==> src/rtl/mesm6_membus_arbiter.sv <==
// MESM-6 memory bus arbiter: one single-port memory shared by the core's ibus and dbus, dbus first with ibus anti-starvation.
// Define MESM6_IBUF_EN to add a one-word instruction buffer that answers repeated fetches without touching memory.
module mesm6_membus_arbiter #(
  parameter int ADDR_W     = 15,
  parameter int DATA_W     = 48,
  parameter int STARVE_MAX = 4
) (
  input  logic              clk,
  input  logic              reset,
  input  logic              ibus_fetch,
  input  logic [ADDR_W-1:0] ibus_addr,
  output logic [DATA_W-1:0] ibus_input,
  output logic              ibus_done,
  input  logic              dbus_read,
  input  logic              dbus_write,
  input  logic [ADDR_W-1:0] dbus_addr,
  input  logic [DATA_W-1:0] dbus_output,
  output logic [DATA_W-1:0] dbus_input,
  output logic              dbus_done,
  output logic              mem_req,
  output logic              mem_we,
  output logic [ADDR_W-1:0] mem_addr,
  output logic [DATA_W-1:0] mem_wdata,
  input  logic [DATA_W-1:0] mem_rdata,
  input  logic              mem_ack
);

  typedef enum logic [1:0] {IDLE, IBUS, DBUS, DONE} state_t;
  typedef enum logic [1:0] {GRANT_NONE, GRANT_IBUS, GRANT_DBUS} grant_t;

  localparam logic [3:0] STARVE_LIM = 4'(STARVE_MAX);

  state_t            state_q, state_d;
  grant_t            last_grant_q, last_grant_d;
  logic [3:0]        starve_cnt_q, starve_cnt_d;
  logic [ADDR_W-1:0] addr_q, addr_d;
  logic              we_q, we_d;
  logic [DATA_W-1:0] wdata_q, wdata_d;
  logic [DATA_W-1:0] ibus_input_q, ibus_input_d;
  logic [DATA_W-1:0] dbus_input_q, dbus_input_d;
  logic              dbus_req;
  logic              ibus_wins;
  logic              ibuf_hit;

`ifdef MESM6_IBUF_EN
  logic [ADDR_W-1:0] ibuf_addr_q, ibuf_addr_d;
  logic [DATA_W-1:0] ibuf_data_q, ibuf_data_d;
  logic              ibuf_valid_q, ibuf_valid_d;

  assign ibuf_hit = ibuf_valid_q && (ibus_addr == ibuf_addr_q);
`else
  assign ibuf_hit = 1'b0;
`endif

  assign dbus_req  = dbus_read | dbus_write;
  // ibus only beats a pending dbus request once it has been passed over STARVE_MAX times
  assign ibus_wins = ibus_fetch && (!dbus_req || (starve_cnt_q == STARVE_LIM));

  always_comb begin
    state_d      = state_q;
    last_grant_d = last_grant_q;
    starve_cnt_d = starve_cnt_q;
    addr_d       = addr_q;
    we_d         = we_q;
    wdata_d      = wdata_q;
    ibus_input_d = ibus_input_q;
    dbus_input_d = dbus_input_q;
`ifdef MESM6_IBUF_EN
    ibuf_addr_d  = ibuf_addr_q;
    ibuf_data_d  = ibuf_data_q;
    ibuf_valid_d = ibuf_valid_q;
`endif
    case (state_q)
      IDLE: begin
        if (ibus_wins) begin
          last_grant_d = GRANT_IBUS;
          starve_cnt_d = '0;
          addr_d       = ibus_addr;
          we_d         = 1'b0;
          if (ibuf_hit) begin
`ifdef MESM6_IBUF_EN
            ibus_input_d = ibuf_data_q;
`endif
            state_d = DONE;
          end else begin
            state_d = IBUS;
          end
        end else if (dbus_req) begin
          last_grant_d = GRANT_DBUS;
          starve_cnt_d = ibus_fetch ? ((starve_cnt_q >= STARVE_LIM) ? STARVE_LIM : starve_cnt_q + 4'd1)
                                    : 4'd0;
          addr_d       = dbus_addr;
          we_d         = dbus_write;
          wdata_d      = dbus_output;
          state_d      = DBUS;
`ifdef MESM6_IBUF_EN
          if (dbus_write && (dbus_addr == ibuf_addr_q)) ibuf_valid_d = 1'b0;
`endif
        end
      end
      IBUS: begin
        if (mem_ack) begin
          ibus_input_d = mem_rdata;
          state_d      = DONE;
`ifdef MESM6_IBUF_EN
          ibuf_addr_d  = addr_q;
          ibuf_data_d  = mem_rdata;
          ibuf_valid_d = 1'b1;
`endif
        end
      end
      DBUS: begin
        if (mem_ack) begin
          if (!we_q) dbus_input_d = mem_rdata;
          state_d = DONE;
        end
      end
      DONE:    state_d = IDLE;
      default: state_d = IDLE;
    endcase
  end

  always_ff @(posedge clk or negedge reset) begin
    if (!reset) begin
      state_q      <= IDLE;
      last_grant_q <= GRANT_NONE;
      starve_cnt_q <= '0;
      addr_q       <= '0;
      we_q         <= 1'b0;
      wdata_q      <= '0;
      ibus_input_q <= '0;
      dbus_input_q <= '0;
`ifdef MESM6_IBUF_EN
      ibuf_addr_q  <= '0;
      ibuf_data_q  <= '0;
      ibuf_valid_q <= 1'b0;
`endif
    end else begin
      state_q      <= state_d;
      last_grant_q <= last_grant_d;
      starve_cnt_q <= starve_cnt_d;
      addr_q       <= addr_d;
      we_q         <= we_d;
      wdata_q      <= wdata_d;
      ibus_input_q <= ibus_input_d;
      dbus_input_q <= dbus_input_d;
`ifdef MESM6_IBUF_EN
      ibuf_addr_q  <= ibuf_addr_d;
      ibuf_data_q  <= ibuf_data_d;
      ibuf_valid_q <= ibuf_valid_d;
`endif
    end
  end

  // mem_req decodes straight from the state flop so an async reset drops it at once
  assign mem_req    = (state_q == IBUS) || (state_q == DBUS);
  assign mem_we     = we_q;
  assign mem_addr   = addr_q;
  assign mem_wdata  = wdata_q;
  assign ibus_input = ibus_input_q;
  assign dbus_input = dbus_input_q;
  assign ibus_done  = (state_q == DONE) && (last_grant_q == GRANT_IBUS);
  assign dbus_done  = (state_q == DONE) && (last_grant_q == GRANT_DBUS);

endmodule

==> config.mk <==
export PLATFORM = sky130hd
export DESIGN_NAME = mesm6_membus_arbiter
export DESIGN_NICKNAME = d
export VERILOG_FILES = /design/src/rtl/mesm6_membus_arbiter.sv
export SDC_FILE = /design/constraint.sdc
export NUM_CORES = 1
export LEC_CHECK = 0
export ABC_CLOCK_PERIOD_IN_PS = 2200
export BUFFER_PORTS_ARGS = -buffer_cell sky130_fd_sc_hd__buf_4
export CAP_MARGIN = 20
export CORE_ASPECT_RATIO = 0.75
export CORE_MARGIN = 3
export CORE_UTILIZATION = 37
export CTS_BUF_LIST = sky130_fd_sc_hd__clkbuf_8
export CTS_CLUSTER_SIZE = 20
export DETAILED_ROUTE_END_ITERATION = 6
export GPL_TIMING_DRIVEN = 0
export PLACE_DENSITY_LB_ADDON = 0.25
export SLEW_MARGIN = 10
export SYNTH_ARGS = -nofsm -noshare
export SYNTH_HDL_FRONTEND = slang
export SYNTH_SLANG_ARGS = --single-unit
==> constraint.sdc <==
create_clock -name clk -period 2.2 [get_ports clk]
set_input_delay 0.33 -clock clk [delete_from_list [all_inputs] [get_ports clk]]
set_output_delay 0.33 -clock clk [all_outputs]
set_load 0.02 [all_outputs]
[After elaboration in Yosys (flattened, before gate mapping)]
Index checks and enable logic that the tools add are counted.
W data, S select, Z words.
Word-level totals
  flip-flop bits (word level): 168
  bits in latches: 0
  RAM bits: 0
  memory bits (read-only): 0
  input port bits: 132
  output and inout bits: 163
  logic and storage cells: 47
  memories: 0
Cells by class
  add/sub/neg operators: 1
  multipliers: 0
  divide/modulo/power cells: 0
  $lt $le $gt $ge: 1
  equal/unequal tests: 8
  shift-type cells: 0
  muxes and demuxes: 12
  bitwise operators: 3
  reduce and logical (&&, ||, !) cells: 14
Operators with widths (number)
  $mux W15: 2
  $mux W4: 4
  $eq A2 B2 Y1 const B: 3
  $mux W2: 3
  $pmux W2 S3: 1
  $reduce_and A2 Y1: 3
  $reduce_and A3 Y1: 2
  $add A4 B1 Y4 const B: 1
  $eq A2 B1 Y1 const B: 2
  $eq A4 B3 Y1 const B: 1
  $ge A4 B3 Y1 const B: 1
  $logic_and A1 B1 Y1: 3
  $ne A3 B3 Y1 const B: 1
  $logic_not A2 Y1: 1
  $logic_or A1 B1 Y1: 2
  $mux W1: 2
  $ne A2 B1 Y1 const B: 1
  $not A1 Y1: 2
  $reduce_bool A2 Y1: 1
  $reduce_or A2 Y1: 1
  $logic_not A1 Y1: 1
  $or A1 B1 Y1: 1

[Longest topological paths before layout]
  depth in word-level cells: 6
  gate-level depth with buffers: 7
  depth with buffers taken out: 5

[Worst setup path before layout]
No wires, ideal clock.
  path type: register to register
  from: register starve_cnt_q[0]
  to: register wdata_q[0] (netlist: mem_wdata[0])
  library setup time: 125 ps
  arrival: 1522 ps
  data required time: 2075 ps
  setup slack: 553 ps
  cell stages (with the launch flop): 8
  buffers on the path: 2
  clock period less this slack: 1647 ps
  cell sequence: dfrtp_1 > inv_1 > ha_1 > nand4b_4 > nand3b_4 > buf_6 > buf_8 > mux2_4
On the way
  word-level cells in the longest chain between the ends: 5
Ends and longest elaborated chain
  from (decl): line 35  | logic [3:0] starve_cnt_q, starve_cnt_d;
  from (signal assigned): line 141  | starve_cnt_q <= starve_cnt_d;
  $eq A4 B3 Y1: line 57  | assign ibus_wins = ibus_fetch && (!dbus_req || (starve_cnt_q == STARVE_LIM));
  $logic_or A1 B1 Y1: line 57
  $logic_and A1 B1 Y1: line 57
  $not A1 Y1 (no line)
  $reduce_and A3 Y1 (no line)
  to (signal assigned): line 144  | wdata_q <= wdata_d;
  to (decl): line 38  | logic [DATA_W-1:0] wdata_q, wdata_d;
Every way passes these cells.
A chain may end at the register's enable or synchronous reset.

[Final worst setup path]
  from: register state_q[1]
  to: register ibus_input_q[11] (netlist: ibus_input[11])
On the way
  word-level cells in the longest chain between the ends: 2
Ends and longest elaborated chain
  from (decl): line 33  | state_t state_q, state_d;
  from (signal assigned): line 139  | state_q <= state_d;
  $eq A2 B1 Y1: line 73  | case (state_q)
  $reduce_and A2 Y1 (no line)
  to (signal assigned): line 145  | ibus_input_q <= ibus_input_d;
  to (decl): line 39  | logic [DATA_W-1:0] ibus_input_q, ibus_input_d;
Every way passes these cells.

==> impl_results.md <==
* Starting Density at between 30% and 40%
* Final Setup Violations at 0
* Sequential share of the synthesized area at 62.3%
* CP startpoint: state_q[1]$_DFFE_PN0P_
* Die area at around 20000 um2
* Peak VDD IR at 752 uV
* Unique cell type count in the Yosys netlist at 38
* Crit path max-delay family: buffers and inverters
* DRT Pass-1 Iters at 4
* Initial drt markers at between 150 and 200
* Vias per Instance at between 4 and 5
* Largest stage delay, worst path at 0.63 ns
* Busiest grt layer: met2
* Largest net degree at the start of global routing at 107
* Area leader, netlist: dfrtp_1
* Slew @ Worst Pin at just over 0.8 ns
* Fin nets at 900
* Layout fillers at 1496
* Largest cells by area after synthesis: dfrtp_1 (62%), mux2_2 (21%), mux2_4 (4.5%)
* Crit path required time at 2.53 ns
* Skew final at 0.0158 ns
* WP depth at 5
* Critical path cell sequence: inv_1 -> ha_1 -> nand2_1 -> clkbuf_1 -> mux2_2
* Post-synthesis xor/xnor area fraction at 0%
* Crit path kind: register to register
* Clock Tree Root: clkbuf_8
* Status: finished, final reports clean
* RR Startpoint: state_q[1]$_DFFE_PN0P_
* Slew Limit Fails at 0
* RSZ-0062 raised after global routing: no
* Synth top area share at between 60% and 70%
* Ant diodes at 0
* Syn_nets at 585
* Post-synth top flop: dfrtp_1
* Async S/R FF share, synth at 100%
* Worst r2r dst: ibus_input[11]$_DFFE_PN0P_
* Core Box Area at 17800 um2
* Avg Inst Size Synth at between 15 and 20 um2
* Die Ht at approximately 120 um
* Max-Cap Viols at 0
* Gr usage total at 18.3%
* Standard-cell rows at 42
* Critical path peak fanout at 10
* Met3 Usage GRT at 6.60%
* PortBufs at 294
* Pwr/cell area at around 1600 nW/um2
* Routed WL at 18400 um
* Final Hold Fails at 0
* Worst Reg-to-Reg Cells at 5
* Slowest cell on crit path: clkbuf_1
* CTS sink cnt at 168
* Complex-gate fraction of the synthesized area at 4.62%
* Die X at 162 um
* Worst min path class: input pin to register
* Fin crit share at between 80 and 90%
* Bufs and invs on worst path at 2
* CP startpoint kind: register
* Final instance area at 9720 um2
* Synthesized instance count at roughly 450
* Met2 Use GR at a little under 30%
* Post-Syn Area at 6750 um2
* Power after layout at around 16 mW
* Relative slew slack at 45.4%
* Number of flops mapped to enable cells by yosys at 0
* Post-route DRC violation count at 0
* Post-Synth Simple-Gate Area at 4.23%
* #FFs+latches synth at 168
* Post-Synth Adder-Cell Area at 1.11%
* R2R Setup Slk at roughly 0.27 ns
* Placed wire-length estimate at 13800 um
* Worst skew pair latency at 0.45 ns
* Commonest non-fill, non-tap cell in the layout: buf_4
* F_max at 0.519 GHz
* Ys Warns at 0
* CTS tree: yes
* Synth-to-Final Area Change at 44.1%
* Mux cell area share after synthesis at 25.1%
* Via count at 4947
* Main combinational cell family by area after synthesis: multiplexers
* Min Tclk post-route at between 1.5 and 2 ns
* I/O pin count at 295
* Num CTS Buffers at 17
* Initial antenna violation count at 0
* Vias in the first global route at 5329
* Routed Antenna Nets at 0
* Worst Setup End Kind: register
* Grt total ovfl at 0
* H-tree levels at 4
* Share of post-route cells with drive strength above 1 at 63.5%
* Static Leak at 4.70 nW
* First-pass GRT wire length at around 28000 um
* Met1 usage at between 20% and 30%
* Crit path DAT at 2.26 ns
* Maximum clock path buffer count at 2
* GP Congestion at 0.839
* Post-DP Area at 9290 um2
* Commonest cells after routing, fill and taps aside: buf_4 (295), dfrtp_1 (168), mux2_2 (124), mux2_4 (20)
* Clk slew on worst S/H paths at 0.10 ns
* Worst setup path end: ibus_input[11]$_DFFE_PN0P_
* Wirelength per Cell at 18.1 um
## synthesized netlist by cell type, types with 2 or more instances
cell,instances
a21oi_1,2
a31oi_1,15
and3b_1,2
buf_2,12
buf_4,2
buf_8,2
clkbuf_1,8
dfrtp_1,168
ha_1,6
inv_1,5
mux2_2,124
mux2_4,20
nand2_1,7
nand3_1,15
nor2_1,19
nor3_1,2
o211ai_1,16
o41ai_1,2
## through the flow
stage | utilization, % | std cells | setup WS (ns) | TNS, ns | hold WS, ns
floorplan | - | 447 | 0.553 | 0 | 0.0344
CTS | 54.7 | 1017 | 0.193 | 0 | 0.0569
global route | 54.7 | 1017 | 0.113 | 0 | 0.0608
finish | 54.7 | 1017 | 0.273 | 0 | 0.104
global placement | 52.1 | 983 | -0.0624 | -7.06 | 0.484
detailed placement | 52.3 | 984 | 0.184 | 0 | 0.298
## flip-flops by register name, summed over array words and instances, names as in the netlist
signal and count:
mem_wdata 48, starve_cnt_q 4, mem_we 1, state_q 2, last_grant_q 2, dbus_input 48
mem_addr 15, ibus_input 48
## worst min-delay path by stage
| stage | start | endpoint | cells past startpoint |
|---|---|---|---|
| after CTS | dbus_output[47] | mem_wdata[47]$_DFFE_PN0P_ | 2 |
| after global placement | last_grant_q[0]$_DFFE_PN0P_ | last_grant_q[0]$_DFFE_PN0P_ | 2 |
| after global routing | dbus_output[30] | mem_wdata[30]$_DFFE_PN0P_ | 2 |
| after floorplan | reset | dbus_input[0]$_DFFE_PN0P_ | 0 |
| final | dbus_output[30] | mem_wdata[30]$_DFFE_PN0P_ | 2 |
| after detailed placement | reset | dbus_input[40]$_DFFE_PN0P_ | 1 |
## kinds of logic after synthesis
kind of cell | Yosys count
compound gates | 44
fa+ha+maj | 6
buf+inv | 32
flops | 168
mux | 144
simple gates | 53
## routing by layer
metal  wire length (um)  part of all wire, %  vias to the layer above
met2               8880                   48                      208
met1               7600                   41                     2476
li1                   -                    -                     2232
met5                  0                    0                        -
met3               1520                  8.2                       31
met4                395                  2.1                        0
## worst register-to-register path, cell delays in order (launching register included)
cell and delay [ns]:
dfrtp_1 0.39, inv_1 0.09, ha_1 0.18, nand2_1 0.10
clkbuf_1 0.64, mux2_2 0.42
## report_power, final
group | switching (mW) | internal [mW]
logic | 4.04 | 3.91
registers | 0.903 | 4.66
clock network | 1.22 | 1.11
total | 6.17 | 9.68
## area by class of cell
cell class | instances | area, um2 | share of cell area, %
flip-flops and latches | 168 | 4200 | 43.2
clock inverters | 13 | 158 | 1.62
well taps | 242 | 303 | 3.11
clock buffers | 19 | 262 | 2.69
plain buffers | 27 | 155 | 1.60
repair buffers | 296 | 2250 | 23.2
multi-input cells | 247 | 2370 | 24.4
inverters | 5 | 18.8 | 0.193
## timing repair
action / 4_1_cts / 5_1_grt
resized for setup: 0 / 0
setup endpoints to repair: 0 / 0
hold buffers: 1 / 0
endpoints found under the hold margin: 62 / 0
setup buffers: 0 / 0
(Power assumes the default switching activity.)
